File: src/rtl/tts_pkg.sv
// Shared types and helpers for the truth-table sweeper.
// Latency: n/a (types and pure functions only).
// Backpressure: n/a.
package tts_pkg;

    typedef enum logic [1:0] {
        IDLE  = 2'd0,
        APPLY = 2'd1,
        DONE  = 2'd2
    } tts_state_t;

    // Largest golden table the helpers accept: 8 outputs x 256 vectors.
    localparam int TBL_MAX = 8 * 256;

    // Entry idx of a packed golden table, zero-extended to 8 bits.
    function automatic logic [7:0] exp_entry(input logic [TBL_MAX-1:0] tbl,
                                             input int                 idx,
                                             input int                 n_out);
        logic [TBL_MAX-1:0] sh;
        sh = tbl >> (idx * n_out);
        return sh[7:0] & 8'((1 << n_out) - 1);
    endfunction

    // Increment that sticks at max_v instead of wrapping.
    function automatic logic [31:0] sat_inc(input logic [31:0] v,
                                            input logic [31:0] max_v);
        return (v == max_v) ? v : v + 32'd1;
    endfunction

endpackage

File: src/rtl/tts_hold_counter.sv
// Hold-time counter: counts HOLD cycles per vector and raises a registered terminal strobe.
// Latency: sample is high in the cycle the count equals HOLD-1 (every running cycle when HOLD=1).
// Backpressure: none; clr restarts the count, dropping run idles it at zero.
// Ports: clk, rst_n; clr (restart at 0 next cycle); run (keep counting next cycle);
//        sample (registered terminal-count strobe).
module tts_hold_counter #(
    parameter int HOLD = 10
) (
    input  logic clk,
    input  logic rst_n,
    input  logic clr,
    input  logic run,
    output logic sample
);
    localparam int            CW   = (HOLD > 1) ? $clog2(HOLD) : 1;
    localparam logic [CW-1:0] LAST = CW'(HOLD - 1);

    logic [CW-1:0] cnt_q;
    logic [CW-1:0] cnt_d;
    logic          sample_q;
    logic          sample_d;

    // The strobe is computed from the next count so it lines up with that
    // count in the same cycle while still coming straight from a flop.
    always_comb begin
        cnt_d    = '0;
        sample_d = 1'b0;
        if (clr || (run && sample_q)) begin
            cnt_d    = '0;
            sample_d = (LAST == '0);
        end else if (run) begin
            cnt_d    = cnt_q + CW'(1);
            sample_d = (cnt_d == LAST);
        end
    end

    always_ff @(posedge clk or negedge rst_n) begin
        if (!rst_n) begin
            cnt_q    <= '0;
            sample_q <= 1'b0;
        end else begin
            cnt_q    <= cnt_d;
            sample_q <= sample_d;
        end
    end

    assign sample = sample_q;

endmodule

File: src/rtl/truth_table_sweeper.sv
// Exhaustive sweep of 2^N_IN input vectors against a golden truth table, counting mismatches.
// Latency: stim=0 one edge after start; done rises 2^N_IN*HOLD cycles after the start edge.
// Backpressure: none; start is ignored unless idle.
// Ports: clk, rst_n, start (launch pulse), stim/vec_idx (current vector), dut_y (DUT response),
//        busy, sample (compare strobe), err_count, first_err, done (level), pass.
module truth_table_sweeper
    import tts_pkg::*;
#(
    parameter int                          N_IN      = 3,
    parameter int                          N_OUT     = 1,
    parameter int                          HOLD      = 10,
    parameter logic [N_OUT*(2**N_IN)-1:0]  EXP_TABLE = 8'b1110_1000,
    parameter bit                          LOOP      = 1'b0,
    parameter int                          ERRW      = 8
) (
    input  logic             clk,
    input  logic             rst_n,
    input  logic             start,
    output logic [N_IN-1:0]  stim,
    input  logic [N_OUT-1:0] dut_y,
    output logic             busy,
    output logic             sample,
    output logic [N_IN-1:0]  vec_idx,
    output logic [ERRW-1:0]  err_count,
    output logic [N_IN-1:0]  first_err,
    output logic             done,
    output logic             pass
);
    localparam logic [N_IN-1:0] LAST_VEC = '1;
    localparam logic [ERRW-1:0] ERR_MAX  = '1;

    tts_state_t      state_q, state_d;
    logic [N_IN-1:0] vec_q, vec_d;
    logic [ERRW-1:0] err_q, err_d;
    logic [N_IN-1:0] first_q, first_d;
    logic            done_q, done_d;
    logic            busy_q, busy_d;
    logic            pass_q, pass_d;
    logic            cnt_clr, cnt_run;
    logic            sample_q;
    logic [7:0]      exp8;
    logic            mismatch;

    tts_hold_counter #(
        .HOLD (HOLD)
    ) u_hold (
        .clk    (clk),
        .rst_n  (rst_n),
        .clr    (cnt_clr),
        .run    (cnt_run),
        .sample (sample_q)
    );

    assign exp8 = exp_entry(TBL_MAX'(EXP_TABLE), int'(vec_q), N_OUT);
    // Case-inequality so an unknown response is never mistaken for a match.
    assign mismatch = (8'(dut_y) !== exp8);

    always_comb begin
        state_d = state_q;
        vec_d   = vec_q;
        err_d   = err_q;
        first_d = first_q;
        done_d  = done_q;
        cnt_clr = 1'b0;
        cnt_run = 1'b0;
        case (state_q)
            IDLE: begin
                if (start) begin
                    state_d = APPLY;
                    vec_d   = '0;
                    err_d   = '0;
                    first_d = '0;
                    done_d  = 1'b0;
                    cnt_clr = 1'b1;
                end
            end
            APPLY: begin
                if (sample_q) begin
                    if (mismatch) begin
                        err_d = ERRW'(sat_inc(32'(err_q), 32'(ERR_MAX)));
                        if (err_q == '0) first_d = vec_q;
                    end
                    if (vec_q == LAST_VEC) begin
                        state_d = DONE;
                        done_d  = 1'b1;
                    end else begin
                        vec_d   = vec_q + N_IN'(1);
                        cnt_run = 1'b1;
                    end
                end else begin
                    cnt_run = 1'b1;
                end
            end
            DONE: begin
                if (LOOP) begin
                    // Back-to-back sweeps: done stays high for this cycle only.
                    state_d = APPLY;
                    vec_d   = '0;
                    err_d   = '0;
                    first_d = '0;
                    done_d  = 1'b0;
                    cnt_clr = 1'b1;
                end else begin
                    state_d = IDLE;
                end
            end
            default: state_d = IDLE;
        endcase
        busy_d = (state_d == APPLY);
        pass_d = done_d && (err_d == '0);
    end

    always_ff @(posedge clk or negedge rst_n) begin
        if (!rst_n) begin
            state_q <= IDLE;
            vec_q   <= '0;
            err_q   <= '0;
            first_q <= '0;
            done_q  <= 1'b0;
            busy_q  <= 1'b0;
            pass_q  <= 1'b0;
        end else begin
            state_q <= state_d;
            vec_q   <= vec_d;
            err_q   <= err_d;
            first_q <= first_d;
            done_q  <= done_d;
            busy_q  <= busy_d;
            pass_q  <= pass_d;
        end
    end

    assign stim      = vec_q;
    assign vec_idx   = vec_q;
    assign busy      = busy_q;
    assign sample    = sample_q;
    assign err_count = err_q;
    assign first_err = first_q;
    assign done      = done_q;
    assign pass      = pass_q;

endmodule

File: config.mk
export PLATFORM = sky130hd
export DESIGN_NAME = truth_table_sweeper
export DESIGN_NICKNAME = d
export VERILOG_FILES = /design/src/rtl/tts_pkg.sv /design/src/rtl/tts_hold_counter.sv /design/src/rtl/truth_table_sweeper.sv
export SDC_FILE = /design/constraint.sdc
export NUM_CORES = 1
export LEC_CHECK = 0
export ABC_CLOCK_PERIOD_IN_PS = 1950
export BUFFER_PORTS_ARGS = -buffer_cell sky130_fd_sc_hd__buf_2
export CELL_PAD_IN_SITES_DETAIL_PLACEMENT = 1
export CELL_PAD_IN_SITES_GLOBAL_PLACEMENT = 1
export CORE_MARGIN = 1.5
export CORE_UTILIZATION = 29
export DETAILED_ROUTE_END_ITERATION = 6
export PLACE_DENSITY = 0.64
export SKIP_LAST_GASP = 1
export SLEW_MARGIN = 30
export SYNTH_ARGS = -nofsm -noshare
export SYNTH_HDL_FRONTEND = slang
export SYNTH_SLANG_ARGS = --single-unit
File: constraint.sdc
create_clock -name clk -period 1.95 [get_ports clk]
set_input_delay 0.0975 -clock clk [delete_from_list [all_inputs] [get_ports clk]]
set_output_delay 0.0975 -clock clk [all_outputs]
set_load 0.1 [all_outputs]
### Word-level counts from Yosys, hierarchy flattened

Cells that the tools add are included.

* input bits: 4
* word-level logic and storage cells: 63
* output and inout port bits: 21
* register bits: 24

* eq/ne operators: 11
* reductions and logical operators: 9
* add/sub/neg operators: 3
* muxes and demuxes: 30
* shift-type cells: 1

Operators with widths (count)
* two-way mux 8 bit: 4
* two-way mux 3 bit: 6
* logical NOT 8 bit: 2
* case mux 8 bit (2 select lines): 1
* case mux 3 bit (2 select lines): 2
* two-way mux 1 bit: 10
* adder 8 x 1 -> 8 bit (second input constant): 1
* == test 8 bit (second input constant): 1
* two-way mux 4 bit: 2
* inequality test 2 bit (second input constant): 4
* >> shifter 8 x 3 -> 1 bit (first input constant): 1
* two-way mux 2 bit: 3
* AND reduction 5 bit: 1
* adder 4 x 1 -> 4 bit (second input constant): 1
* == test 2 x 1 -> 1 bit (second input constant): 2
* == test 4 bit (second input constant): 1
* case mux 2 bit (2 select lines): 1
* AND reduction 4 bit: 1
* adder 3 x 1 -> 3 bit (second input constant): 1
* == test 3 bit (second input constant): 1
* logical AND 1 bit: 2
* logical NOT 2 bit: 1
* inequality test 2 x 1 -> 1 bit (second input constant): 1
* case mux 1 bit (2 select lines): 1
* other kinds (3): 3

### Depth between registers and ports, before layout

* depth in word-level cells: 7
* mapped depth: 8
* depth with buffers taken out: 8

### Hierarchy

A second synthesis with hierarchy kept.

* cell total of the unflattened synthesis: 147
* area total of the unflattened synthesis: 1381.3 µm²

Modules (own cells, without submodules)
* truth_table_sweeper: times used 1, area each 1162.4 µm², cells an instance 127, sequential area each 475.5 µm²
* tts_hold_counter: times used 1, area each 219.0 µm², cells an instance 20, sequential area each 125.1 µm²

### Worst setup path after synthesis

Ideal clock, no wire load.

* path type: register to register
* from: reg err_q[1], in the netlist err_count[1]
* to: reg pass_q, in the netlist pass
* cell stages (with the launch flop): 8
* arrival: 2.562 ns
* setup time: 0.096 ns
* period minus slack after synthesis: 2.657 ns
* buffers on the path: 0
* data required time: 1.854 ns
* slack: -0.707 ns
* path through: dfrtp_1 -> ha_1 -> nand3_1 -> or3_1 -> or4_1 -> o211ai_2 -> nand4_1 -> nor4_2

* longest elaborated chain between the ends: 7
* elaborated cells between the ends (all ways): 9
* those cells by class: add/sub: 1; eq/ne: 1; mux: 5; reduce/logical: 2

RTL lines
* start, declared: RTL line truth_table_sweeper.sv:34 `logic [ERRW-1:0] err_q, err_d;`
* start signal, assigned: RTL line truth_table_sweeper.sv:125 `err_q <= err_d;`
* adder 8 x 1 -> 8 bit / == test 8 bit (equally long branches): RTL line tts_pkg.sv:27 `return (v == max_v) ? v : v + 32'd1;`
* two-way mux 8 bit: RTL line tts_pkg.sv:27
* two-way mux 8 bit: RTL line truth_table_sweeper.sv:79 `if (mismatch) begin`
* two-way mux 8 bit: RTL line truth_table_sweeper.sv:78 `if (sample_q) begin`
* case mux 8 bit (2 select lines) *: RTL line truth_table_sweeper.sv:66 `case (state_q)`
* logical NOT 8 bit *: RTL line truth_table_sweeper.sv:110 `pass_d = done_d && (err_d == '0);`
* logical AND 1 bit *: RTL line truth_table_sweeper.sv:110
* named net pass_d: RTL line truth_table_sweeper.sv:38 `logic pass_q, pass_d;`
* end signal, assigned: RTL line truth_table_sweeper.sv:129 `pass_q <= pass_d;`
* end, declared: RTL line truth_table_sweeper.sv:38

The timed path passes the listed nets; every way through them passes the cells marked *.
A chain may end at the register's enable or synchronous reset.

### Worst setup path in the final report

* from: reg vec_q[1], in the netlist stim[1]
* to: reg pass_q, in the netlist pass

* longest elaborated chain between the ends: 7
* elaborated cells between the ends (all ways): 11
* those cells by class: eq/ne: 2; shift: 1; mux: 6; reduce/logical: 2

RTL lines
* start, declared: RTL line truth_table_sweeper.sv:33 `logic [N_IN-1:0] vec_q, vec_d;`
* start signal, assigned: RTL line truth_table_sweeper.sv:124 `vec_q <= vec_d;`
* >> shifter 8 x 3 -> 1 bit: RTL line tts_pkg.sv:20 `sh = tbl >> (idx * n_out);`
* !== test 1 bit: RTL line truth_table_sweeper.sv:56 `assign mismatch = (8'(dut_y) !== exp8);`
* two-way mux 8 bit: RTL line truth_table_sweeper.sv:79
* two-way mux 8 bit: RTL line truth_table_sweeper.sv:78
* case mux 8 bit (2 select lines): RTL line truth_table_sweeper.sv:66
* logical NOT 8 bit: RTL line truth_table_sweeper.sv:110
* logical AND 1 bit *: RTL line truth_table_sweeper.sv:110
* named net pass_d: RTL line truth_table_sweeper.sv:38

Marked as above.

==> metrics.txt <==
share of cells above drive strength 1=40.4%; nets=200; Slew headroom=slightly above 60%; Slew Limit Fails=0; Avg WL per Cell=approximately 16 um; Routed Antenna Nets=0; Initial Util=between 30 and 40%; Crit path largest cell delay=0.51 ns; die area=between 5000 and 6000 um2; FF-to-FF End=pass; start of the worst register-to-register path=stim[1]; sequential-to-total area share from yosys stat=around 43%; FFs w/ async S/R, synth=100%; final core occ=40.5%; Worst Max-Slew Pin Slew=~0.57 ns; post-CTS setup buffers=0; Worst-Skew Late Latency=0.28 ns; top_reg_cell synth=dfrtp_1; Num Clock Sinks=24; Cells after DPL=235; critical path, cell by cell=ha_4, and2b_1, o21a_4, nor3_2, a21boi_0, o21ai_0, nor4_2; hold path cells=5; vias in the first global route=between 1000 and 1500; Vias per Instance=a little over 5; antenna cell count=0; Worst Setup Start Kind=register; PwrDens=roughly 1800 nW/um2; I/O pins=25; crit path time final=~2.1 ns; fill count=between 500 and 600; WP data required=approximately 2.1 ns; fmax=about 480 MHz; drt drc=0; Routability Congestion=between 0.8 and 0.9; family with the most delay on the worst path=simple AND/OR/NAND/NOR gates; router iterations before antenna repair=4; EDFF count, synth=0; RSZ-0062 raised after global routing=yes; synthesized area per cell=about 9.4 um2; synth unique cells=43; Root Driver=clkbuf_8; WL final=around 3800 um; final setup vio count=2; first-pass GRT wire length=roughly 6400 um; Worst Hold End=err_count[7]; Leak=about 0.87 nW; TritonCTS clock tree=yes; Max Buffers Root-to-Sink=2; initial antenna violation count=0; crit share post-route=108%; status=finished with violations; CP Capture Type=register; flops & latches, synth=24; slowest CP cell=dfrtp_4; Post-Syn Area=~1400 um2; Syn Nets=about 160; crit path DAT=approximately 2.3 ns; Hold/Removal Path Class=input port to register; TritonCTS Buffers=3; dpl hpwl=2890 um; Fin. Hold Viols=0; r2r setup slk=-0.15 ns; failing checks=negative setup slack; Die X=between 70 and 80 um; Vias=1239; worst vdd ir=around 840 uV; Max Cap Viol=0; Tot GR Track Use=approximately 16%; final cell count without fillers=240; total negative setup slack=-0.187 ns; Remaining Overflow, GRT=0; Row Count=24; Hold Crit Start=start; core area=roughly 4500 um2; worst r2r path cells=7; synthesized instance count=147; Die Y=72.2 um; Setup Slack @ Placement=-0.151 ns; CP Max Fanout=6; CP bufs+invs=0; Clock transition at path regs=0.09 ns; Ys Warns=0; Post-Route Skew=0.00390 ns; H-tree levels=1; DR iter-0 viols=40; largest net degree at the start of global routing=25; final worst setup slack=-0.154 ns; Setup CP Type=register to register; Area Growth Syn to Fin=30.6%; buffers added on ports=24
## metrics by stage
step	power (mW)	instance area, um2	hold WS [ns]
detailed placement	2.84	1720	0.134
global placement	2.76	1720	0.112
finish	3.27	1810	0.316
floorplan	2.40	1450	-0.198
CTS	3.31	1800	0.310
global route	3.46	1810	0.345
## where the power goes
part,internal [mW],switching [mW]
sequential,0.689,0.171
clock,0.275,0.176
combinational,0.473,1.48
total,1.44,1.83
## worst max path at each step
| stage | startpoint | to | cells past startpoint |
|---|---|---|---|
| 2_1_floorplan | stim[1] | pass | 7 |
| 3_3_place_gp | stim[0] | pass | 7 |
| 3_5_place_dp | stim[0] | pass | 7 |
| 4_1_cts | stim[0] | pass | 7 |
| 5_1_grt | stim[0] | pass | 7 |
| 6_report | stim[1] | pass | 7 |
## layout by cell type (no fill, tap or decap), types with 6 or more instances in the layout
| cell | n |
|---|---|
| dfrtp_1 | 12 |
| o21ai_0 | 6 |
| buf_4 | 19 |
| nand2_1 | 23 |
| nand3_1 | 7 |
| dfrtp_4 | 6 |
| inv_1 | 12 |
| buf_2 | 24 |
| dfrtp_2 | 6 |
| mux2i_1 | 6 |
## metal layers
metal / vias up / share of wire, % / routed length (um) / track usage, %
li1: 596 / - / - / -
met4: 0 / 1.9 / 73 / 5.45
met5: - / 0 / 0 / 0
met2: 22 / 50 / 1900 / 26.6
met3: 9 / 2.6 / 99 / 3.61
met1: 612 / 45 / 1700 / 20.3
## registers in the layout, indices dropped and copies added, names as in the netlist
signal	count
done	1
err_count	8
stim	3
u_hold.sample	1
busy	1
u_hold.cnt_q	4
first_err	3
pass	1
state_q	2
## area by class of cell
type | instances | area [um2] | share of cell area, %
Clock buffer | 3 | 41.3 | 2.28
Clock inverter | 1 | 30.0 | 1.66
Inverter | 13 | 48.8 | 2.69
Multi-Input combinational cell | 103 | 723 | 39.9
Sequential cell | 24 | 631 | 34.8
Tap cell | 52 | 65.1 | 3.59
Timing Repair Buffer | 44 | 273 | 15.1
## kinds of logic (layout without fill, tap and decap cells)
kind of cell	count (synthesis)	after routing	share of synthesized area, %
AOI/OAI and AO/OA	24	24	12.5
muxes	6	6	4.33
and+or+nand+nor	64	64	25.0
xor gates and xnor gates	2	2	1.26
buffers and inverters	20	61	7.30
adders and majority gates	7	7	6.31
DFF	24	24	43.3
## worst reg2reg max path, delay by kind of cell, from the launching register on
| family | cells | cell delay [ns] |
|---|---|---|
| adders and majority gates | 1 | 0.17 |
| AOI/OAI and AO/OA | 3 | 0.63 |
| DFF | 1 | 0.51 |
| and+or+nand+nor | 3 | 0.70 |
## synth_stat cells (3+ instances only)
master,instances,share of area (%)
nor3_1,3,1.1
nand3_1,7,2.5
o21ai_0,7,2.5
ha_1,7,6.3
nand2_1,23,6.2
and3_1,3,1.4
buf_4,5,2.7
nor2_1,5,1.4
nand4_1,4,1.8
dfrtp_1,24,43
mux2i_1,6,4.3
a31oi_1,3,1.4
inv_1,12,3.2
## repair_timing
| action | CTS | global route |
|---|---|---|
| setup endpoints to repair | 2 | 10 |
| endpoints found under the hold margin | 24 | 0 |
| hold buffers | 1 | 0 |
| resized for setup | 0 | 2 |
| cloned | 0 | 0 |
| pin swaps | 0 | 1 |
Note: power is estimated with default switching activity, not from simulation.
